$ cat src/rtl/fifo_wr_ctrl.sv
// rtl/fifo_wr_ctrl.sv - write-side pointer, full/almost-full, level and overflow control
// Runs wholly in the write clock domain against the already-synchronized Gray read pointer.
module fifo_wr_ctrl #(
  parameter int DATA_WIDTH   = 8,
  parameter int ADDR_WIDTH   = 5,
  parameter int AFULL_THRESH = 28
) (
  input  logic                  i_w_clk,
  input  logic                  i_w_rst,
  input  logic                  i_w_inc,
  input  logic [DATA_WIDTH-1:0] i_w_data,
  input  logic [ADDR_WIDTH:0]   i_wq2_rptr,
  input  logic                  i_ovf_clr,
  output logic                  o_w_en,
  output logic [ADDR_WIDTH-1:0] o_w_addr,
  output logic [DATA_WIDTH-1:0] o_w_data,
  output logic [ADDR_WIDTH:0]   o_wptr,
  output logic                  o_w_full,
  output logic                  o_w_afull,
  output logic [ADDR_WIDTH:0]   o_w_level,
  output logic                  o_w_ovf,
  output logic [7:0]            o_w_drop_cnt
);

  localparam int PW = ADDR_WIDTH + 1;
  localparam logic [ADDR_WIDTH:0] AFULL_LVL = PW'(AFULL_THRESH);

  logic [ADDR_WIDTH:0] wbin;
  logic [ADDR_WIDTH:0] wbin_next;
  logic [ADDR_WIDTH:0] wgray_next;
  logic [ADDR_WIDTH:0] rbin;
  logic [ADDR_WIDTH:0] level_next;
  logic                full_next;
  logic                afull_next;
  logic                reject;

  assign o_w_en     = i_w_inc & ~o_w_full;
  assign reject     = i_w_inc & o_w_full;
  assign o_w_addr   = wbin[ADDR_WIDTH-1:0];
  assign o_w_data   = i_w_data;

  assign wbin_next  = wbin + PW'(o_w_en);
  assign wgray_next = (wbin_next >> 1) ^ wbin_next;

  // Gray-to-binary: each binary bit is the XOR of all Gray bits at or above it.
  always_comb begin
    rbin = '0;
    for (int i = 0; i < PW; i++) begin
      rbin[i] = ^(i_wq2_rptr >> i);
    end
  end

  assign level_next = wbin_next - rbin;
  // Full when the write pointer is exactly one lap ahead: top two Gray bits inverted.
  assign full_next  = (wgray_next == {~i_wq2_rptr[ADDR_WIDTH:ADDR_WIDTH-1],
                                       i_wq2_rptr[ADDR_WIDTH-2:0]});
  assign afull_next = (level_next >= AFULL_LVL);

  always_ff @(posedge i_w_clk) begin
    if (i_w_rst) begin
      wbin         <= '0;
      o_wptr       <= '0;
      o_w_full     <= 1'b0;
      o_w_afull    <= 1'b0;
      o_w_level    <= '0;
      o_w_ovf      <= 1'b0;
      o_w_drop_cnt <= 8'd0;
    end else begin
      wbin      <= wbin_next;
      o_wptr    <= wgray_next;
      o_w_full  <= full_next;
      o_w_afull <= afull_next;
      o_w_level <= level_next;
      // A rejection in the same cycle as a clear restarts the count at one.
      if (reject) begin
        o_w_ovf <= 1'b1;
        if (i_ovf_clr)
          o_w_drop_cnt <= 8'd1;
        else if (o_w_drop_cnt != 8'hFF)
          o_w_drop_cnt <= o_w_drop_cnt + 8'd1;
      end else if (i_ovf_clr) begin
        o_w_ovf      <= 1'b0;
        o_w_drop_cnt <= 8'd0;
      end
    end
  end

endmodule

$ cat config.mk
export PLATFORM = sky130hd
export DESIGN_NAME = fifo_wr_ctrl
export DESIGN_NICKNAME = d
export VERILOG_FILES = /design/src/rtl/fifo_wr_ctrl.sv
export SDC_FILE = /design/constraint.sdc
export NUM_CORES = 1
export LEC_CHECK = 0
export CAP_MARGIN = 40
export CORE_MARGIN = 1.5
export CORE_UTILIZATION = 45
export DETAILED_ROUTE_END_ITERATION = 7
export GPL_TIMING_DRIVEN = 0
export MAX_ROUTING_LAYER = met4
export PLACE_DENSITY = 0.8
export SYNTH_ARGS = -nofsm -noshare
export SYNTH_HDL_FRONTEND = slang
export SYNTH_SLANG_ARGS = --single-unit
$ cat constraint.sdc
create_clock -name i_w_clk -period 4.5 [get_ports i_w_clk]
set_input_delay 0.9 -clock i_w_clk [delete_from_list [all_inputs] [get_ports i_w_clk]]
set_output_delay 0.9 -clock i_w_clk [all_outputs]
set_load 0.01 [all_outputs]
==> out/summary.txt, run 1 <==
Tightest Pin Transition = 0.529 ns
chip height = 62.6 µm
Resized Gates After CTS = 0
Sw Share = 28.4%
Worst Skew = 0.0147 ns
Pint = 0.427 mW
Setup CP Type = primary input to flop
DR vias/cell = 5.04
post-CTS setup buffers = 0
number of diodes = 0
CTS Buffer Depth = 2
Area after DPL = 2110 µm²
Post-Place Worst Slack = 0.327 ns
Core ar. = 3360 µm²
Netlist Area Pre-Place = 1600 µm²
total power = 0.595 mW
Lkg Pwr = 0.882 nW
Flop pwr share = 46.1%
Slew Limit Fails = 0
setup TNS = 0 ns
R2R depth = 11
commonest non-fill, non-tap cell in the layout = clkdlybuf4s50_1
count of input and output buffers = 46
post-synth cell types = 40
MaxCap Viol Count = 0
GP Congestion = 0.788
starting density of the core = 47.5%
Finished Core Util = 64.0%
Mapped Avg Cell Area = 9.50 µm²
Syn-to-layout area delta = 34.7%
largest cells by area after synthesis = dfxtp_1, xnor2_1, ha_1
Wirelength per Cell = 12.1 µm
register area share after synthesis = 35.1%
unrepaired setup endpoints after global routing = false
post-synth top area share = 35.1%
register bit total from synthesis = 28
Worst-Skew Late Latency = 0.34 ns
largest net degree at the start of global routing = 16
crit path launch type = primary input
hold path depth = 2
CP required = 4.75 ns
clock share of power = 20.8%
synthesized net count = 195
Root Buffer = clkbuf_4
Setup crit start = i_w_inc
reg-to-reg startpoint = o_w_full
vias = 1330
CTS tree = built
EDFF count, synth = 0
Synth async-reset ratio = 0%
Final ANT Viol Nets = 0
GRT Overall Usage = 17.1%
Post-DP HPWL = 2440 µm
crit end category = flop
CTS Buf Count = 3
cell taking the most area after synthesis = dfxtp_1
hold path start = o_w_ovf
GRT overflow = 0
first-pass GRT wire length = 5260 µm
outcome = finished clean
Reg clk slew, reported paths = 0.16 ns
final hold violation count = 0
Worst Path Max Fanout = 5
# IOs = 55
Post-Syn Instances = 168
VDD IR-drop max = 0.000196 V
1st-iter DRT viols = 95
htree depth = 1
Worst Hold Margin = 0.494 ns
fin nets = 246
Synth warnings = 0
most frequent cells in the layout = clkdlybuf4s50_1, dfxtp_1, nor2_1
final setup vio count = 0
layout cell share with drive strength beyond 1 = 9.63%
drt pass-1 iters = 4
CP arrival = 4.10 ns
Cell Rows = 21
Post-CTS Hold Buffers = 0
DIE AREA = 3910 µm²
vias in the first global route = 1234
pwr/cell area = 277 nW/µm²
width of the die = 62.6 µm
post-route cell area = 2150 µm²
Slew headroom = 64.7%
fmax = 260 MHz
Logic pwr share = 33.2%
initial antenna violation count = 0
HP Class = flop to flop
Final period util = 85.6%
drt total wl = 3200 µm
ys flop type = dfxtp_1
placed cell count = 260
Tmin final = 3.85 ns
Sink Count = 28
Post-route DRC = 0
Non-Filler Instances = 264
switching power = 0.169 mW
final worst setup slack = 0.647 ns
power by group through the flow:
stage	logic, mW	clock network [mW]	registers, mW
4_1_cts	0.199	0.130	0.275
3_5_place_dp	0.197	0	0.280
5_1_grt	0.215	0.140	0.277
3_3_place_gp	0.196	0	0.280
6_report	0.197	0.124	0.274
2_1_floorplan	0.111	0	0.290
cell usage after synthesis (6+ instances only):
| cell type | number |
|---|---|
| buf_4 | 8 |
| nand2_1 | 7 |
| xnor2_1 | 14 |
| xor2_1 | 8 |
| nor2b_1 | 6 |
| nor3_1 | 7 |
| nand3_1 | 7 |
| inv_1 | 6 |
| nor2_1 | 19 |
| ha_1 | 8 |
| a21oi_1 | 7 |
| dfxtp_1 | 28 |
final timing paths:
kind                to  slack, ns
max reg2reg  o_w_afull       1.36
min reg2reg    o_w_ovf       0.49
min            o_w_ovf       0.49
max          o_w_afull       0.65
cells by family after synthesis:
family | count (synthesis) | synth area share (%)
adder cells (fa/ha/maj) | 9 | 7.52
buffers and inverters | 20 | 6.74
multiplexers | 3 | 1.96
XOR/XNOR | 28 | 20.2
AO/OA/AOI/OAI | 19 | 8.62
AND/OR/NAND/NOR | 61 | 19.8
flip-flops | 28 | 35.1
worst max-delay path, cell delays in order:
cell and delay [ns]:
clkdlybuf4s50_1 0.47, nor2b_1 0.26, ha_1 0.26, ha_1 0.31, xnor2_2 0.21, clkinv_2 0.19
ha_1 0.35, a21o_1 0.24, a211o_1 0.30, a31o_1 0.20, and3_4 0.18, o32ai_2 0.22
per-layer routing:
metal / vias up / global-route usage, % / share of wire (%)
li1: 668 / - / -
met5: - / - / 0
met2: 42 / 28.0 / 45
met4: 0 / 6.67 / 1.4
met1: 614 / 21.5 / 49
met3: 6 / 2.52 / 4.7
state kept, by name, indices dropped and copies added, names as in the netlist:
signal / count
o_w_level: 6
o_w_afull: 1
wbin: 5
o_w_ovf: 1
o_w_drop_cnt: 8
o_w_full: 1
o_wptr: 6
area by class of cell:
class	instances	area, µm²
Fill cell	320	1210
Multi-Input combinational cell	120	928
Inverter	7	27.5
Buffer	13	80.1
Clock buffer	4	36.3
Tap cell	46	57.6
Sequential cell	28	561
Timing Repair Buffer	46	460
Note: power is estimated with default switching activity, not from simulation.
==> run 2: changes to the inputs <==
--- a/config.mk
+++ b/config.mk
@@ -12,6 +12,7 @@
 export GPL_TIMING_DRIVEN = 0
 export MAX_ROUTING_LAYER = met4
 export PLACE_DENSITY = 0.8
+export SLEW_MARGIN = 20
 export SYNTH_ARGS = -nofsm -noshare
 export SYNTH_HDL_FRONTEND = slang
 export SYNTH_SLANG_ARGS = --single-unit
==> results of run 2 <==
Final layout, timing and power as in run 1 (identical DEF).
